**src/rtl/jbin2bcd_seq_if.sv**
```systemverilog
// Request/result bundle for the sequential binary-to-BCD converter.
// Width follows JBIN2BCD_WIDE16_EN: 16-bit operand / 5 digits when defined, else 8-bit / 3 digits.
interface jbin2bcd_seq_if;
`ifdef JBIN2BCD_WIDE16_EN
  localparam int N = 16;
  localparam int D = 5;
`else
  localparam int N = 8;
  localparam int D = 3;
`endif

  logic           start;
  logic [N-1:0]   bin;
  logic           busy;
  logic           done;
  logic [4*D-1:0] bcd;

  modport master (output start, output bin, input busy, input done, input bcd);
  modport slave  (input start, input bin, output busy, output done, output bcd);
endinterface

```
**src/rtl/jbin2bcd_seq.sv**
```systemverilog
// Sequential double-dabble binary-to-BCD converter, one shift per clock.
// Macro JBIN2BCD_WIDE16_EN selects the 16-bit/5-digit build; default is 8-bit/3-digit.
module jbin2bcd_seq (
  input  logic              clk,
  input  logic              rst,
  jbin2bcd_seq_if.slave     io,
  output logic [1:0]        dbg_state
);
`ifdef JBIN2BCD_WIDE16_EN
  localparam int N = 16;
  localparam int D = 5;
`else
  localparam int N = 8;
  localparam int D = 3;
`endif
  localparam int CW = $clog2(N + 1);

  localparam logic [1:0] IDLE  = 2'd0;
  localparam logic [1:0] SHIFT = 2'd1;
  localparam logic [1:0] DONE  = 2'd2;

  // Handshake: start is taken on any edge where the FSM is in IDLE or DONE;
  // busy marks SHIFT, done is a single-cycle pulse when bcd has just been written.
  logic [1:0]     state;
  logic [CW-1:0]  cnt;
  logic [N-1:0]   sr;
  logic [4*D-1:0] scratch;
  logic [4*D-1:0] adj;
  logic [4*D-1:0] bcd_q;

  always_comb begin
    adj = scratch;
    for (int i = 0; i < D; i++) begin
      if (scratch[4*i +: 4] >= 4'd5)
        adj[4*i +: 4] = scratch[4*i +: 4] + 4'd3;
    end
  end

  always_ff @(posedge clk) begin
    if (rst) begin
      state   <= IDLE;
      cnt     <= '0;
      sr      <= '0;
      scratch <= '0;
      bcd_q   <= '0;
    end else begin
      case (state)
        IDLE: begin
          if (io.start) begin
            sr      <= io.bin;
            scratch <= '0;
            cnt     <= '0;
            state   <= SHIFT;
          end
        end
        SHIFT: begin
          {scratch, sr} <= {adj, sr} << 1;
          cnt           <= cnt + CW'(1);
          // The last shift result goes straight to bcd so it lands with DONE.
          if (cnt == CW'(N - 1)) begin
            bcd_q <= {adj[4*D-2:0], sr[N-1]};
            state <= DONE;
          end
        end
        DONE: begin
          if (io.start) begin
            sr      <= io.bin;
            scratch <= '0;
            cnt     <= '0;
            state   <= SHIFT;
          end else begin
            state <= IDLE;
          end
        end
        default: state <= IDLE;
      endcase
    end
  end

  assign io.busy   = (state == SHIFT);
  assign io.done   = (state == DONE);
  assign io.bcd    = bcd_q;
  assign dbg_state = state;
endmodule

```
**src/flat_wrapper.sv**
```systemverilog
// flat-port wrapper written by rule: the top's interface ports become plain ports
module jbin2bcd_seq_flat 
  (clk, rst, dbg_state, io_start, io_bin, io_busy, io_done, io_bcd);
  jbin2bcd_seq_if io_i ();
  input  logic clk;
  input  logic rst;
  output logic [1:0] dbg_state;
  input wire logic [$bits(io_i.start)-1:0] io_start;
  input wire logic [$bits(io_i.bin)-1:0] io_bin;
  output wire logic [$bits(io_i.busy)-1:0] io_busy;
  output wire logic [$bits(io_i.done)-1:0] io_done;
  output wire logic [$bits(io_i.bcd)-1:0] io_bcd;
  assign io_i.start = io_start;
  assign io_i.bin = io_bin;
  assign io_busy = io_i.busy;
  assign io_done = io_i.done;
  assign io_bcd = io_i.bcd;
  jbin2bcd_seq u_core (.clk(clk), .rst(rst), .io(io_i), .dbg_state(dbg_state));
endmodule
```
**config.mk**
```make
export PLATFORM = sky130hd
export DESIGN_NAME = jbin2bcd_seq_flat
export DESIGN_NICKNAME = d
export VERILOG_FILES = /design/src/rtl/jbin2bcd_seq_if.sv /design/src/rtl/jbin2bcd_seq.sv /design/src/flat_wrapper.sv
export SDC_FILE = /design/constraint.sdc
export NUM_CORES = 1
export LEC_CHECK = 0
export ABC_CLOCK_PERIOD_IN_PS = 1800
export BUFFER_PORTS_ARGS = -buffer_cell sky130_fd_sc_hd__buf_2
export CAP_MARGIN = 20
export CORE_MARGIN = 3
export CORE_UTILIZATION = 30
export CTS_BUF_LIST = sky130_fd_sc_hd__clkbuf_8
export DETAILED_ROUTE_END_ITERATION = 12
export SETUP_SLACK_MARGIN = 0.3
export SYNTH_ARGS = -nofsm -noshare
export SYNTH_HDL_FRONTEND = slang
export SYNTH_SLANG_ARGS = --single-unit
```
**constraint.sdc**
```tcl
create_clock -name clk -period 1.8 [get_ports clk]
set_input_delay 0.09 -clock clk [delete_from_list [all_inputs] [get_ports clk]]
set_output_delay 0.09 -clock clk [all_outputs]
set_load 0.03 [all_outputs]
```
### Word-level counts from Yosys, hierarchy flattened

Index checks and enable logic that the tools add are counted.
W data, S select, Z words.

* bits in registers: 38
* output and inout bits: 16
* logic and storage cells: 37

* $add $sub $neg: 4
* magnitude comparators: 3
* equality and inequality tests: 6
* multiplexer cells: 13
* reduce and logical (&&, ||, !) cells: 6

Operator list (number)
* $pmux W12 S2: 1
* $pmux W8 S2: 1
* $ge A4 B3 Y1 const B: 3
* $mux W12: 1
* $mux W4: 3
* $add A4 B2 Y4 const B: 2
* $mux W8: 1
* $pmux W4 S2: 1
* $pmux W2 S3: 1
* $reduce_and A2 Y1: 3
* $add A4 B1 Y4 const B: 1
* $eq A4 B3 Y1 const B: 1
* $mux W2: 2
* $ne A2 B1 Y1 const B: 2
* $add A3 B2 Y3 const B: 1
* $mux W3: 1
* $eq A2 B1 Y1 const B: 1
* $eq A2 B2 Y1 const B: 1
* $logic_not A2 Y1: 1
* $ne A2 B2 Y1 const B: 1
* $reduce_bool A2 Y1: 1
* $reduce_or A2 Y1: 1
* $mux W1: 1

### Logic depth before layout (Yosys ltp)

* depth in word-level cells: 4
* mapped depth: 7
* gate-level depth less buffers: 6

### Worst setup path after synthesis

Ideal clock, no wire load.

* path kind: register to register
* from: register u_core.scratch[0]
* to: register u_core.scratch[2]
* library setup time: 92 ps
* data arrival time: 1367 ps
* required time: 1708 ps
* slack: 341 ps
* cell stages (with the launch flop): 7
* path buffers: 0
* period minus slack after synthesis: 1459 ps
* cell sequence: dfxtp_1 -> inv_1 -> ha_1 -> nor2b_1 -> o21ba_2 -> mux2_2 -> o32ai_1

* word-level cells in the longest chain between the ends: 3
* elaborated cells between the ends (all ways): 4

Ends and longest elaborated chain
* start: declaration: line jbin2bcd_seq.sv:27 `logic [4*D-1:0] scratch;`
* start signal: assignment: line jbin2bcd_seq.sv:57 `{scratch, sr} <= {adj, sr} << 1;`
* $add A4 B2 Y4 or $ge A4 B3 Y1 (tied branches): line jbin2bcd_seq.sv:35, jbin2bcd_seq.sv:34
* $mux W4 (*): line jbin2bcd_seq.sv:34 `if (scratch[4*i +: 4] >= 4'd5)`
* $pmux W12 S2 (*): line jbin2bcd_seq.sv:47 `case (state)`

Mark *: on every way between the ends. The rest lies on a longest branch, timed or not.
A chain may end at the register's enable or synchronous reset.

### Worst setup path after layout

* from: register u_core.scratch[5]
* to: register u_core.scratch[6]

Same word-level chain as after synthesis.

==> impl_results.md <==
* Highest fanout seen on the critical path at 4
* Largest area contributor in the netlist: dfxtp_1
* Syn nets at 209
* Finished Cell Area at 0.002180 sq mm
* First-pass GRT wire length at 6.272 mm
* Util after Layout at 0.3887
* Slew HR at 0.7847
* Clk sinks at 38
* Crit path DAT at ~1600 ps
* Register bit total from synthesis at 38
* Max-cap violations at 0
* Final setup margin at approximately 360 ps
* WP data required at roughly 2000 ps
* Period Utilization, post-route at 0.7999
* IO Pins at 27
* Via count at 1413
* Post-place setup slack at ~200 ps
* Max frequency at slightly below 700 MHz
* Startpoint class of the critical path: flop
* Status: finished, final reports clean
* Sequential share of power at 0.535
* PwrDens at around 750 mW/mm^2
* Vias in the first global route at 1328
* Row count at 27
* Ant diodes at 0
* Die area at a little under 0.007 sq mm
* DR pass1 iterations at 4
* DR vias/cell at about 4.8
* Sw Pwr at 0.0004094 W
* Final Max Slew Viols at 0
* Routed length on met3 at ~150 um
* Synth warn at 0
* Int Power at 0.001233 W
* Register area share after synthesis at 0.4276
* Maximum clock path buffer count at 2
* Clock network power share at 0.365
* Setup CP Type: reg -> reg
* Met2 Wirelength at 1.731 mm
* Clk slew on worst S/H paths at about 80 ps
* Worst IR Drop VDD at between 0.4 and 0.5 mV
* Highest routed layer: met4
* Setup tns final at 0 ps
* Area post-placement at a little under 0.002 sq mm
* CTS tree: built
* Initial drt markers at 59
* Crit path capture type: flop
* Commonest non-fill, non-tap cell in the layout: dfxtp_1
* Yosys cell types at 32
* Root buf cell: clkbuf_8
* RSZ-0062 raised after global routing: yes
* Starting density of the core at 0.3173
* Worst Hold Class: in -> reg
* Largest net degree at the start of global routing at 24
* Synthesized area per cell at between 9 and 10 sq um
* Routability cong. at approximately 0.77
* Final setup viols at 0
* Share of the synthesized area in the top cell type at 0.4276
* Synth area leaders: dfxtp_1 43%, a211oi_1 5.1%, nor2_1 5.1%
* Syn-to-layout area delta at 22.50%
* Minimum clock period after layout at approximately 1400 ps
* Endpoints failing hold at 0
* Chip height at 83.01 um
* GRT overflow at 0
* Post-Syn Area at about 0.0018 sq mm
* Most frequent cells in the layout: 32 x dfxtp_1, 26 x buf_2, 24 x nor2_1
* Global Route Usage Sum at 0.1100
* WL per Instance at around 13 um
* Tightest Pin Transition at 322.9 ps
* ANT nets after route at 0
* Antenna violations before repair at 0
* Die X-Extent at 83.01 um
* Nets at 240
* # port buffers at 26
* H-tree depth at 2
* Core area at approximately 0.0056 sq mm
* Switching share of power at 0.2493
* DRC at 0
* Mapped Cells at approximately 190
* CTS Buf Count at 5
* Leak Pwr at between 0.8 and 0.9 nW
* Ratio of cells with drive above 1 in the final layout at 0.3363
* Clock Skews at around 8.4 ps
* Logic gate share of total power at 0.099
* Final WL at about 3.7 mm
* Clock insertion delay at the later pin of the skew report at ~290 ps
* M1 WL at between 1.5 and 2 mm
* Hpwl dp at ~2.5 mm
[metal layers]
| layer | track usage | vias to the layer above |
|---|---|---|
| met5 | 0 | - |
| met4 | 0.04160 | 0 |
| met3 | 0.03770 | 7 |
| met2 | 0.1749 | 21 |
| met1 | 0.1370 | 647 |
| li1 | - | 738 |
[critical path, cell delays in order, from the launching register on]
cell     delay [ps]
dfxtp_2         340
inv_2            60
ha_1            210
nor2b_4         110
o21ba_2         150
mux2_2          360
o32ai_1         120
[registers in the layout, summed over array words and instances (netlist names)]
name	flops
u_core.io.bcd	12
u_core.scratch	12
u_core.sr	8
u_core.cnt	4
u_core.dbg_state	2
[power groups by stage]
stage	Combinational [W]	Sequential, W	Clock [W]
2_1_floorplan	0.000116	0.000899	0
3_3_place_gp	0.000157	0.000897	0
3_5_place_dp	0.000159	0.000898	0
4_1_cts	0.000161	0.000878	0.000625
5_1_grt	0.000181	0.000882	0.000662
6_report	0.000163	0.000880	0.000600
[cells by family after synthesis]
kind of cell,after synthesis,share of synthesized area
adder cells (fa/ha/maj),7,0.04922
multiplexers,12,0.07032
AND/OR/NAND/NOR,61,0.1751
buffers and inverters,21,0.06258
AO/OA/AOI/OAI,49,0.2004
flip-flops,38,0.4276
XOR/XNOR,3,0.01477
[final cells by class]
class	count	area, sq um
Clock inverter	2	8.758
Sequential cell	38	768.2
Timing Repair Buffer	35	210.2
Fill cell	599	3428
Multi-Input combinational cell	132	982.2
Tap cell	72	90.09
Inverter	10	37.54
Clock buffer	6	82.58
[what timing repair did]
action,in CTS,in global routing
gates resized for setup,10,17
hold buffers,0,0
pin swaps,0,2
setup buffers,1,2
endpoints found under the setup margin,11,11
[metrics by stage]
stage / hold slack, ps / std cells / power, W
floorplan: 250.8 / 191 / 0.001015
detailed placement: 364.6 / 284 / 0.001057
global route: 71.59 / 295 / 0.001726
CTS: 55.26 / 293 / 0.001664
global placement: 353.0 / 284 / 0.001054
finish: 67.87 / 295 / 0.001643
[final timing paths]
path,to,slack (ps),cells past startpoint,from
setup / recovery,u_core.scratch[6]$_SDFFE_PP0P_,360,6,u_core.scratch[5]$_SDFFE_PP0P_
hold / removal,u_core.sr[0]$_SDFFE_PP0P_,70,3,io_bin[0]
setup reg to reg,u_core.scratch[6]$_SDFFE_PP0P_,360,6,u_core.scratch[5]$_SDFFE_PP0P_
hold reg to reg,u_core.scratch[4]$_SDFFE_PP0P_,480,2,u_core.scratch[4]$_SDFFE_PP0P_
[synth_stat cells]
cell type and number:
nor2b_1 4, nand3_1 3, xnor2_1 3, a22oi_1 3, buf_2 2, nor2_1 24
inv_2 1, nand2_1 3, nor2_2 1, o32ai_1 5, o21ai_0 9, and2_1 2
o21ba_2 2, nand2b_1 10, clkbuf_1 4, o22ai_2 6, nand4_1 1, nand2_2 1
buf_6 3, a21oi_1 12, nor3b_1 3, buf_4 2, inv_1 9, or3_1 1
mux2_1 1, ha_1 7, dfxtp_1 38, mux2_2 3, nand3b_1 3, nor3_1 5
mux2i_1 8, a211oi_1 12
(Power assumes the default switching activity.)
